## src/rtl/run_ctrl_pkg.sv

```systemverilog
// Shared types for the run/halt/step controller: FSM states, host command
// encodings and the breakpoint-match rule.
package run_ctrl_pkg;

   typedef enum logic [1:0] {
      ST_RESET_HOLD = 2'd0,
      ST_HALTED     = 2'd1,
      ST_RUNNING    = 2'd2,
      ST_STEPPING   = 2'd3
   } state_t;

   localparam logic [2:0] CMD_NOP     = 3'd0;
   localparam logic [2:0] CMD_RUN     = 3'd1;
   localparam logic [2:0] CMD_HALT    = 3'd2;
   localparam logic [2:0] CMD_STEP    = 3'd3;
   localparam logic [2:0] CMD_SETADDR = 3'd4;
   localparam logic [2:0] CMD_LOAD    = 3'd5;
   localparam logic [2:0] CMD_SETBP   = 3'd6;
   localparam logic [2:0] CMD_CLRBP   = 3'd7;

   // The first advance after RUN/STEP ignores the breakpoint so a resume
   // from the breakpoint PC executes that instruction.
   function automatic logic bp_match(input logic bp_en, input logic pc_eq,
                                     input logic bp_skip);
      return bp_en && pc_eq && !bp_skip;
   endfunction

endpackage

```

## src/rtl/step_counter.sv

```systemverilog
// Remaining-instruction counter for single/multi step; a zero load is
// treated as a single step.
module step_counter
   import run_ctrl_pkg::*;
#(
   parameter int STEP_W = 16
) (
   input  logic              clk,
   input  logic              rst,
   input  logic              load,
   input  logic [STEP_W-1:0] load_val,
   input  logic              dec,
   output logic              last
);

   logic [STEP_W-1:0] count;

   always_ff @(posedge clk or posedge rst) begin
      if (rst) begin
         count <= '0;
      end else if (load) begin
         count <= (load_val == '0) ? STEP_W'(1) : load_val;
      end else if (dec) begin
         count <= count - STEP_W'(1);
      end
   end

   assign last = (count == STEP_W'(1));

endmodule

```

## src/rtl/run_controller.sv

```systemverilog
// Run/halt/step sequencer for the single-cycle core: holds the core in reset,
// gates its advance enable, loads instruction memory and stops on breakpoints.
module run_controller
   import run_ctrl_pkg::*;
#(
   parameter  int XLEN              = 32,
   parameter  int IMEM_DEPTH        = 256,
   parameter  int RESET_HOLD_CYCLES = 4,
   parameter  int STEP_W            = 16,
   localparam int ADDR_W            = $clog2(IMEM_DEPTH)
) (
   input  logic              clk,
   input  logic              rst,
   input  logic              cmd_valid,
   output logic              cmd_ready,
   input  logic [2:0]        cmd_op,
   input  logic [XLEN-1:0]   cmd_arg,
   input  logic [XLEN-1:0]   pc,
   output logic              cpu_en,
   output logic              cpu_rst,
   output logic              imem_we,
   output logic [ADDR_W-1:0] imem_waddr,
   output logic [XLEN-1:0]   imem_wdata,
   output logic              halted,
   output logic              bp_hit,
   output logic              cmd_err,
   output logic [31:0]       cycle_count
);

   localparam logic [15:0] HOLD_LAST = 16'(RESET_HOLD_CYCLES - 1);

   state_t            state, state_nxt;
   logic [15:0]       hold_cnt;
   logic [ADDR_W-1:0] load_ptr;
   logic [XLEN-1:0]   bp_addr;
   logic              bp_en, bp_skip;
   logic              accept, in_halted, in_exec, match, go;
   logic              step_load, step_dec, step_last;

   assign accept    = cmd_valid && cmd_ready;
   assign in_halted = (state == ST_HALTED);
   assign in_exec   = (state == ST_RUNNING) || (state == ST_STEPPING);
   assign match     = bp_match(bp_en, pc == bp_addr, bp_skip);
   assign go        = accept && in_halted && (cmd_op == CMD_RUN || cmd_op == CMD_STEP);
   assign step_load = accept && in_halted && (cmd_op == CMD_STEP);
   assign step_dec  = cpu_en && (state == ST_STEPPING);

   step_counter #(.STEP_W(STEP_W)) u_step_counter (
      .clk      (clk),
      .rst      (rst),
      .load     (step_load),
      .load_val (cmd_arg[STEP_W-1:0]),
      .dec      (step_dec),
      .last     (step_last)
   );

   always_ff @(posedge clk or posedge rst) begin
      if (rst) state <= ST_RESET_HOLD;
      else     state <= state_nxt;
   end

   // A breakpoint match, a HALT and step completion all land in HALTED.
   always_comb begin
      state_nxt = state;
      case (state)
         ST_RESET_HOLD: if (hold_cnt == HOLD_LAST) state_nxt = ST_HALTED;
         ST_HALTED: begin
            if (accept && cmd_op == CMD_RUN)       state_nxt = ST_RUNNING;
            else if (accept && cmd_op == CMD_STEP) state_nxt = ST_STEPPING;
         end
         default: begin
            if (match || (accept && cmd_op == CMD_HALT))  state_nxt = ST_HALTED;
            else if (state == ST_STEPPING && step_last)   state_nxt = ST_HALTED;
         end
      endcase
   end

   always_comb begin
      cpu_rst   = (state == ST_RESET_HOLD);
      cmd_ready = (state != ST_RESET_HOLD);
      halted    = in_halted;
      cpu_en    = in_exec && !match;
   end

   always_ff @(posedge clk or posedge rst) begin
      if (rst) begin
         hold_cnt    <= '0;
         cycle_count <= '0;
         bp_skip     <= 1'b0;
         bp_hit      <= 1'b0;
         cmd_err     <= 1'b0;
      end else begin
         if (state == ST_RESET_HOLD) hold_cnt <= hold_cnt + 16'd1;
         if (cpu_en) cycle_count <= cycle_count + 32'd1;
         if (go)          bp_skip <= 1'b1;
         else if (cpu_en) bp_skip <= 1'b0;
         if (go)                  bp_hit <= 1'b0;
         else if (in_exec && match) bp_hit <= 1'b1;
         cmd_err <= accept && in_exec &&
                    (cmd_op == CMD_RUN || cmd_op == CMD_STEP ||
                     cmd_op == CMD_SETADDR || cmd_op == CMD_LOAD);
      end
   end

   // Loader and breakpoint registers; loads are only honoured while halted.
   always_ff @(posedge clk or posedge rst) begin
      if (rst) begin
         load_ptr   <= '0;
         imem_we    <= 1'b0;
         imem_waddr <= '0;
         imem_wdata <= '0;
         bp_en      <= 1'b0;
         bp_addr    <= '0;
      end else begin
         imem_we <= accept && in_halted && (cmd_op == CMD_LOAD);
         if (accept && in_halted) begin
            case (cmd_op)
               CMD_SETADDR: load_ptr <= cmd_arg[ADDR_W-1:0];
               CMD_LOAD: begin
                  imem_waddr <= load_ptr;
                  imem_wdata <= cmd_arg;
                  load_ptr   <= load_ptr + ADDR_W'(1);
               end
               default: ;
            endcase
         end
         if (accept && cmd_op == CMD_SETBP) begin
            bp_en   <= 1'b1;
            bp_addr <= cmd_arg;
         end else if (accept && cmd_op == CMD_CLRBP) begin
            bp_en <= 1'b0;
         end
      end
   end

endmodule
```

## config.mk

```make
export PLATFORM = sky130hd
export DESIGN_NAME = run_controller
export DESIGN_NICKNAME = d
export VERILOG_FILES = /design/src/rtl/run_ctrl_pkg.sv /design/src/rtl/step_counter.sv /design/src/rtl/run_controller.sv
export SDC_FILE = /design/constraint.sdc
export NUM_CORES = 1
export LEC_CHECK = 0
export ABC_AREA = 1
export BUFFER_PORTS_ARGS = -buffer_cell sky130_fd_sc_hd__buf_2
export CAP_MARGIN = 20
export CORE_MARGIN = 5
export CORE_UTILIZATION = 40
export CTS_BUF_LIST = sky130_fd_sc_hd__clkbuf_8
export DETAILED_ROUTE_END_ITERATION = 16
export PLACE_DENSITY = 0.62
export SYNTH_ARGS = -nofsm -noshare
export SYNTH_HDL_FRONTEND = slang
export SYNTH_SLANG_ARGS = --single-unit
```

## constraint.sdc

```tcl
create_clock -name clk -period 15.3 [get_ports clk]
set_clock_uncertainty 0.05 [all_clocks]
set_input_delay 2.295 -clock clk [delete_from_list [all_inputs] [get_ports clk]]
set_output_delay 2.295 -clock clk [all_outputs]
set_load 0.01 [all_outputs]
```

==> metrics.txt, run 1 <==
Final Hold Vio Count=0; clock transition at the registers of the reported paths=0.08 ns; layout net count=1263; maximum vdd drop=0.0000803 V; Buffers on Ports=148; initial core utilization=between 40% and 50%; layout cells sized above 1=about 18%; drt total wl=a little over 20 mm; Die Wd=152 um; Ys Warns=0; Startpoint Class=input pin; fin area=~9400 um^2; pwr/cell area=158 nW/um^2; Cell Rows=between 50 and 60; die area=23000 um^2; # IOs=149; min Tclk post-route=6.34 ns; Worst-Margin Slew=between 0.9 and 1 ns; Area Overhead vs Synth=17.1%; TNS Setup=0 ns; ANT nets after route=0; Filler cells=1998; Hold WC Path Type=register to register; static leakage=roughly 5 nW; #FFs+latches synth=between 150 and 200; Worst Path Required=12.96 ns; top cells by area, synth=dfrtp_1 47%, nand2_1 16%, o21ai_0 6.4%, inv_1 6.3%, nor2_1 3.7%; Slew headroom=39.7%; status=finished, final reports clean; DRT iter0 DRCs=305; largest net degree at the start of global routing=83; hold_buf cts=0; Synth Area in Adders=0.781%; Register Area=roughly 3800 um^2; dpl cells=1433; DP Wirelength=approximately 15 mm; grt total ovfl=0; count leader, synth=nand2_1; Slew Viols, Final=0; placed cell areas=8930 um^2; first-pass GRT wire length=33.4 mm; largest family of logic cells by synthesized area=simple AND/OR/NAND/NOR gates; Synth top area share=47.2%; vias per cell=4.75; synthesized area=8010 um^2; Post-synth ARST share=100%; Clock Latency Late Sink=~0.45 ns; final setup margin=8.96 ns; clock buffer depth=2; CTS tree=yes; worst hold slack=0.432 ns; Post-synth top cells=332 x nand2_1, 151 x dfrtp_1, 134 x inv_1; ant diodes=0; post-synthesis sequential area ratio=47.2%; Place WS=slightly below 9 ns; DR pass1 iterations=5; final setup fails=0; die height=152 um; vias in the first global route=6635; CTS buffer count=17; Via Count=6958; Resized Gates After CTS=0; Power Total=1.48 mW; GRT Resource Usage Total=18.4%; CP Max Fanout=37; critical path class=input pin to output pin; Final Wtd Congestion=~0.88; mux cell area share after synthesis=0%; Synth Net Count=between 1000 and 1500; Tcrit/Tclk final=between 40% and 50%; initial antenna violation count=2; f_max=158 MHz; H-tree Lvls=4; post-synthesis xor/xnor area fraction=under 10%; Syn Area/Cell=about 7.6 um^2; Clock Sinks=151; area of the multi-input gates=3530 um^2; RSZ-0062 raised after global routing=false; Post-CTS Setup Inserts=0; core area=19600 um^2; Synth cell types=38; max-cap viol count=0; WL per Instance=approximately 14 um; Critical Path AT=4.00 ns; Synth Area in Simple Gates=between 20% and 30%; Root Buffer=clkbuf_8; Main synth FF type=dfrtp_1; area leader, netlist=dfrtp_1; synthesized netlist cell count=1048; Post-synth EDFFs=0; post-layout util=47.9%; drt drc=0; Post-Layout Cell Count=1466; Crit. End Element=output pin; post-synthesis compound-gate area fraction=under 10%
[area by class of cell]
class                           instances  area share (%)
Timing Repair Buffer                  151            8.35
Clock buffer                           22            3.23
Inverter                              142            5.76
Sequential cell                       151            40.3
Clock inverter                         10            1.25
Multi-Input combinational cell        725            37.6
Tap cell                              265            3.53
[critical path, cell delays in order]
cell and delay (ns):
buf_2 0.10, nand2_1 0.10, nand2_1 0.06, inv_1 0.05, nand2_1 0.04, nor2_1 0.09, nand2_1 0.07, nor2_1 0.17
nand3_2 0.18, nand2_4 0.29, inv_2 0.32, buf_2 0.24
[layer usage]
metal	global-route usage, %	vias up	share of wire [%]
met5	0	-	0.15
met4	4.72	4	0.90
met3	4.28	19	6.0
met2	29.2	172	46
met1	25.5	3184	47
li1	-	3579	-
[where the power goes]
| part | switching (mW) | leakage [nW] | internal [mW] |
|---|---|---|---|
| Clock | 0.157 | 0.204 | 0.167 |
| Sequential | 0.112 | 1.95 | 0.535 |
| Combinational | 0.314 | 2.82 | 0.196 |
| Total | 0.583 | 4.98 | 0.898 |
[cell families after synthesis]
logic type / after synthesis
simple gates: 521
buf+inv: 172
flops: 151
compound gates: 145
xor+xnor: 54
fa+ha+maj: 5
[state kept, by name, summed over array words and instances, names as in the netlist]
register	flops
cycle_count	32
state	2
hold_cnt	16
bp_hit	1
u_step_counter.count	16
bp_skip	1
imem_waddr	8
bp_addr	32
imem_wdata	32
cmd_err	1
bp_en	1
imem_we	1
load_ptr	8
[cell usage in the layout (no fill, tap or decap), drive strengths merged, types with 2 or more instances in the layout]
| cell type | synthesis | layout |
|---|---|---|
| o22ai | 2 | 2 |
| o21ai | 120 | 120 |
| nor4 | 6 | 6 |
| inv | 142 | 143 |
| clkinvlp | 0 | 4 |
| ha | 5 | 5 |
| a31oi | 2 | 2 |
| dfrtp | 151 | 151 |
| nor3 | 17 | 17 |
| clkbuf | 10 | 22 |
| nand3 | 57 | 57 |
| bufinv | 0 | 2 |
| clkinv | 0 | 3 |
| a21oi | 16 | 16 |
| xor2 | 32 | 32 |
| nand3b | 4 | 4 |
| buf | 20 | 151 |
| nor2 | 84 | 84 |
| nand2 | 336 | 336 |
| xnor2 | 22 | 22 |
| nand4 | 15 | 15 |
[worst paths after layout]
kind	cells past startpoint	slack, ns	start	endpoint
min in group asynchronous	2	1.94	rst	imem_wdata[22]
worst max register to register	9	13.01	state[1]	u_step_counter.count[10]
worst max-delay path	12	8.96	pc[21]	cpu_en
worst min-delay path	2	0.43	imem_wdata[18]	imem_wdata[18]
max in group asynchronous	3	11.88	rst	imem_waddr[4]
worst min register to register	2	0.43	imem_wdata[18]	imem_wdata[18]
Power figures use the tool's default switching activity.
==> run 2: changes to the inputs <==
ABC_AREA = 0   (was 1)
PLACE_DENSITY = 0.63   (was 0.62)
clock period = 5.9 ns   (was 15.3 ns; I/O delays follow)
==> run 2 against run 1 <==
  * Die area shrank 13%
  * Combinational power grew 100%
  * Largest cell class unchanged
  * Via count shrank 25%
  * Global-route usage shrank 1.0 points
  * Highest routed layer unchanged
  * Power grew 140%
  * Worst setup slack lost 6.8 ns
  * Critical endpoint unchanged
  * Flip-flop and latch count is the same
  * Worst hold slack lost 0.059 ns
==> metrics.txt, run 2 <==
vias in the first global route=5340 (was 6635); Flop pwr share=47.1% (was 43.7%); Post-synth top cells=151 x dfrtp_1, 73 x mux2_2, 59 x xnor2_1 (was 332 x nand2_1, 151 x dfrtp_1, 134 x inv_1); hold_buf cts=0 (unchanged); DP Wirelength=12.1 mm (was 15.0 mm); CTS tree=yes (unchanged); R2R depth=7 (was 9); Psw=1.23 mW (was 583 uW); DR pass1 iterations=4 (was 5); pwr/cell area=429 nW/um^2 (was 158 nW/um^2); Via Count=5207 (was 6958); Worst-Margin Slew=1.03 ns (was 0.905 ns); reg-to-reg endpoint=cycle_count[13] (was u_step_counter.count[10]); CP Max Fanout=5 (was 37); maximum vdd drop=0.000200 V (was 0.0000803 V); layout net count=836 (was 1263); Post-synth ARST share=100% (unchanged); synthesized area=6900 um^2 (was 8010 um^2); count leader, synth=dfrtp_1 (was nand2_1); core area=17100 um^2 (was 19600 um^2); grt total ovfl=0 (unchanged); die area=20000 um^2 (was 23000 um^2); GRT Resource Usage Total=17.4% (was 18.4%); TNS Setup=0 ns (unchanged); #FFs+latches synth=151 (unchanged); Clock Sinks=151 (unchanged); Root Buffer=clkbuf_8 (unchanged); ANT nets after route=0 (unchanged); Resized Gates After CTS=0 (unchanged); Worst Path Required=4.97 ns (was 12.96 ns); Crit. End Element=output pin (unchanged); clock buffer depth=2 (unchanged); sw frac=34.3% (was 39.4%); synthesized netlist cell count=611 (was 1048); Buffers on Ports=148 (unchanged); Post-CTS Setup Inserts=0 (unchanged); static leakage=3.76 nW (was 4.98 nW); Largest regs=bp_addr: 32 flops, cycle_count: 32 flops, imem_wdata: 32 flops (unchanged); most frequent cells in the layout=151 x dfrtp_1, 148 x buf_2, 73 x mux2_2, 59 x xnor2_1, 51 x nand2_1 (was 331 x nand2_1, 151 x dfrtp_1, 148 x buf_2, 133 x inv_1, 102 x o21ai_0); RSZ-0062 raised after global routing=false (unchanged); layout cells sized above 1=34.0% (was 17.7%); Post-synth EDFFs=0 (unchanged); Clk pwr share=23.7% (was 21.8%); Hold WC Path Type=input pin to async pin (was register to register); Cell Rows=48 (was 51); Tcrit/Tclk final=63.2%; Synth top area share=54.7% (was 47.2%); ant diodes=0 (unchanged); Syn Area/Cell=11.3 um^2 (was 7.64 um^2); Area Overhead vs Synth=20.7% (was 17.1%); # IOs=149 (unchanged); combinational share of power=29.2% (was 34.5%); Filler cells=1566 (was 1998); status=finished, final reports clean (unchanged); Slew headroom=30.9% (was 39.7%); post-synthesis sequential area ratio=54.7% (was 47.2%); max-cap viol count=0 (unchanged); die height=141 um (was 152 um); H-tree Lvls=4 (unchanged); Synth cell types=40 (was 38); initial antenna violation count=1 (was 2); vias per cell=5.22 (was 4.75); Final Wtd Congestion=0.857 (was 0.876); Die Wd=141 um (was 152 um); final setup fails=0 (unchanged); CTS buffer count=17 (unchanged); reg-to-reg slack, setup=2.99 ns (was 13.01 ns); Slew Viols, Final=0 (unchanged); area leader, netlist=dfrtp_1 (unchanged); Synth Net Count=686 (was 1123); f_max=between 200 and 300 MHz; WL per Instance=16.9 um (was 13.9 um); top cells by area, synth=dfrtp_1 55%, mux2_2 12%, xnor2_1 7.5%, xor2_1 3.8%, nand2_1 2.8% (was dfrtp_1 47%, nand2_1 16%, o21ai_0 6.4%, inv_1 6.3%, nor2_1 3.7%); initial core utilization=40.3% (was 40.9%); Startpoint Class=input pin (unchanged); RR Startpoint=bp_addr[16] (was state[1]); most common cell after layout, fill and taps aside=dfrtp_1 (was nand2_1); Clock Latency Late Sink=0.45 ns (about the same); Main synth FF type=dfrtp_1 (unchanged); post-layout util=48.7% (was 47.9%); min Tclk post-route=about 3.7 ns; Critical Path AT=2.79 ns (was 4.00 ns); Ys Warns=0 (unchanged); largest net degree at the start of global routing=112 (was 83); Final Hold Vio Count=0 (unchanged); Int Power=2.35 mW (was 898 uW); DRT iter0 DRCs=217 (was 305); clock transition at the registers of the reported paths=0.08 ns (about the same); drt drc=0 (unchanged); critical path class=input pin to output pin (unchanged); first-pass GRT wire length=27.7 mm (was 33.4 mm); drt total wl=16.9 mm (was 20.4 mm)
run 2: cell count changes after synthesis, sizes merged, moves of 16 or more:
cell / before / now
mux2: 0 / 73
nand2: 336 / 52
buf: 20 / 4
o21ai: 120 / 17
nor2: 84 / 43
xnor2: 22 / 59
nand3: 57 / 28
inv: 142 / 13
run 2: cells by family after synthesis:
kind of cell | share of synthesized area (%)
AO/OA/AOI/OAI | 5.07
XOR/XNOR | 11.3
adder cells (fa/ha/maj) | 0.906
multiplexers | 11.9
AND/OR/NAND/NOR | 14.2
buffers and inverters | 1.85
flip-flops | 54.7
run 2: worst max path at each step:
stage | start | to | slack [ns]
floorplan | rst | bp_addr[0] | 0.90
global placement | pc[12] | cpu_en | 2.20
detailed placement | pc[16] | cpu_en | 2.17
CTS | pc[16] | cpu_en | 2.16
global route | pc[16] | cpu_en | 1.99
finish | pc[16] | cpu_en | 2.17
run 2: metrics by stage:
step                instance area (um^2)  hold WS [ns]  total power [mW]  setup slack (ns)  instances
finish                              8330         0.374              3.57              2.17        998
global route                        8330         0.375              3.81              1.99        998
CTS                                 8290         0.424              3.61              2.16        995
detailed placement                  7870         0.412              2.75              2.17        964
global placement                    7870         0.405              2.70              2.20        964
floorplan                           6900         0.396              2.32             0.900        611
run 2: power groups by stage:
stage               Clock, mW  Sequential, mW  Combinational [mW]
CTS                     0.875            1.68                1.05
finish                  0.845            1.68                1.04
detailed placement          0            1.69                1.05
global route            0.916            1.74                1.16
floorplan                   0            1.70               0.621
global placement            0            1.68                1.02
run 2: area by class of cell:
cell class              count  area (um^2)  area share [%]
clock buffers              18          248            2.97
clock inverters            13          170            2.04
inverters                  13         53.8           0.646
multi-input cells         426         3010            36.1
flip-flops and latches    151         3780            45.4
well taps                 225          282            3.38
repair buffers            152          791            9.49
run 2: critical path, cell delays in order:
cell and delay, ns:
buf_2 0.10, xnor2_1 0.18, nand4_1 0.14, nor4_1 0.76, a31oi_1 0.45, buf_2 0.27
run 2: per-layer routing:
| metal | share of wire (%) | wire length (um) | GRT usage [%] | vias to the layer above |
|---|---|---|---|---|
| met1 | 45 | 7540 | 23.4 | 2542 |
| li1 | - | - | - | 2443 |
| met4 | 2.0 | 336 | 6.11 | 2 |
| met2 | 46 | 7700 | 26.6 | 188 |
| met5 | 0.077 | 13 | 0 | - |
| met3 | 7.8 | 1320 | 5.49 | 32 |
==> run 3: changes to the inputs <==
PLACE_DENSITY = 0.65   (was 0.63)
clock period = 3.1 ns   (was 5.9 ns; I/O delays follow)
==> run 3 against run 2 <==
  * Worst setup slack worse by 1.8 ns
  * Power is 86% higher
  * Sequential power is 89% higher
  * Via count shrank 1.5%
  * Clock-buffer cell count shrank 1
  * Final area rose by 0.71%
  * Non-clock buffer count grew 11
  * Largest power group unchanged
==> metrics.txt, run 3 (same netlist as run 2, synthesis figures left out) <==
status=finished, final reports clean (unchanged); initial core utilization=40.3% (unchanged); first-pass GRT wire length=26.7 mm (was 27.7 mm); largest net degree at the start of global routing=58 (was 112); Hold WC Path Type=input pin to register (was input pin to async pin); Slew headroom=40.2% (was 30.9%); layout net count=847 (was 836); CP Max Fanout=5 (unchanged); Final Hold Vio Count=0 (unchanged); Tcrit/Tclk final=approximately 90%; Cell Rows=48 (unchanged); layout cells sized above 1=34.9% (was 34.0%); placed cell areas=7980 um^2 (was 7870 um^2); pwr/cell area=794 nW/um^2 (was 429 nW/um^2); Top Usage Layer GRT=met2 (unchanged); drt total wl=16.5 mm (was 16.9 mm); post-layout util=49.0% (was 48.7%); final setup fails=0 (unchanged); final setup margin=0.382 ns (was 2.17 ns); GRT Resource Usage Total=16.8% (was 17.4%); initial antenna violation count=1 (unchanged); Clock Sinks=151 (unchanged); DRT iter0 DRCs=251 (was 217); Critical Path AT=2.20 ns (was 2.79 ns); Slew Viols, Final=0 (unchanged); CTS tree=yes (unchanged); clock buffer depth=2 (unchanged); CTS buffer count=17 (unchanged); global-route track usage on met3=6.13% (was 5.49%); static leakage=3.79 nW (was 3.76 nW); Via Count=5130 (was 5207); dpl cells=976 (was 964); grt total ovfl=0 (unchanged); die area=20000 um^2 (unchanged); Clock Latency Late Sink=0.44 ns (was 0.45 ns); fin area=8390 um^2 (was 8330 um^2); Post-Layout Cell Count=1010 (was 998); Post-CTS Setup Inserts=0 (unchanged); Root Buffer=clkbuf_8 (unchanged); min Tclk post-route=2.72 ns; DR pass1 iterations=5 (was 4); drt drc=0 (unchanged); TNS Setup=0 ns (unchanged); Die Wd=141 um (unchanged); # IOs=149 (unchanged); Worst-Margin Slew=0.893 ns (was 1.03 ns); clock transition at the registers of the reported paths=0.09 ns (was 0.08 ns); RSZ-0062 raised after global routing=false (unchanged); die height=141 um (unchanged); Area Overhead vs Synth=21.5% (was 20.7%); GRT met1 Usage=22.4% (was 23.4%); maximum vdd drop=0.000435 V (was 0.000200 V); Final Wtd Congestion=0.823 (was 0.857); f_max=roughly 370 MHz; H-tree Lvls=4 (unchanged); Global Route met2 Usage=25.7% (was 26.6%); max-cap viol count=0 (unchanged); worst hold slack=0.214 ns (was 0.374 ns); ANT nets after route=0 (unchanged); most common cell after layout, fill and taps aside=dfrtp_1 (unchanged); most frequent cells in the layout=151 x dfrtp_1, 148 x buf_2, 73 x mux2_2, 59 x xnor2_1, 51 x nand2_1 (unchanged); vias in the first global route=5128 (was 5340); core area=17100 um^2 (unchanged); Power Total=6.66 mW (was 3.57 mW); Buffers on Ports=148 (unchanged); Startpoint Class=register (was input pin); Largest regs=bp_addr: 32 flops, cycle_count: 32 flops, imem_wdata: 32 flops (unchanged); Place WS=0.420 ns (was 2.17 ns); Worst Path Required=2.58 ns (was 4.97 ns); Crit. End Element=output pin (unchanged); ant diodes=0 (unchanged); WL per Instance=16.3 um (was 16.9 um); DP Wirelength=12.0 mm (was 12.1 mm); critical path class=register to output pin (was input pin to output pin); vias per cell=5.08 (was 5.22)
[run 3: changes by cell type in the layout (fill, tap and decap cells not counted), sizes merged]
cell	previous run	this run
clkinvlp	4	7
dlygate4sd3	0	1
clkbuf	18	17
clkinv	0	3
buf	152	162
bufinv	3	2
inv	19	16
[run 3: area by class of cell]
cell class                      instances  area (um^2)
Multi-Input combinational cell        426         3010
Clock buffer                           17          234
Clock inverter                         15          154
Fill cell                            1599         8730
Timing Repair Buffer                  163          881
Tap cell                              225          282
Inverter                               13         52.6
Sequential cell                       151         3780
[run 3: where the power goes]
group	switching [mW]	leakage [nW]	total [mW]	internal (mW)
logic	0.963	1.76	1.99	1.02
clock network	0.786	0.182	1.50	0.716
registers	0.541	1.85	3.17	2.63
total	2.29	3.79	6.66	4.37
[run 3: path summary, 6_finish.rpt]
check | start | cells after the start | slack [ns] | endpoint
max | bp_addr[25] | 6 | 0.38 | cpu_en
min | cmd_arg[25] | 2 | 0.21 | bp_addr[25]
max reg2reg | u_step_counter.count[2] | 6 | 0.41 | u_step_counter.count[13]
min reg2reg | hold_cnt[15] | 1 | 0.42 | hold_cnt[15]
max in group asynchronous | rst | 4 | 1.72 | imem_wdata[7]
min in group asynchronous | rst | 3 | 0.56 | imem_we
[run 3: worst max-delay path, stage by stage, from the launching register on]
cell     delay (ns)
dfrtp_1        0.40
xnor2_1        0.19
nand4_1        0.15
nor4_1         0.30
buf_4          0.17
a31oi_1        0.27
buf_2          0.26
[run 3: timing repair]
action	4_1_cts	5_1_grt
gates resized for setup	0	0
hold buffers	1	0
setup endpoints to repair	0	0
endpoints found under the hold margin	18	0
[run 3: layer usage]
layer / share of wire [%] / wire length (um)
met3: 9.0 / 1480
met1: 45 / 7360
met4: 1.6 / 264
met5: 0.067 / 11
met2: 45 / 7370
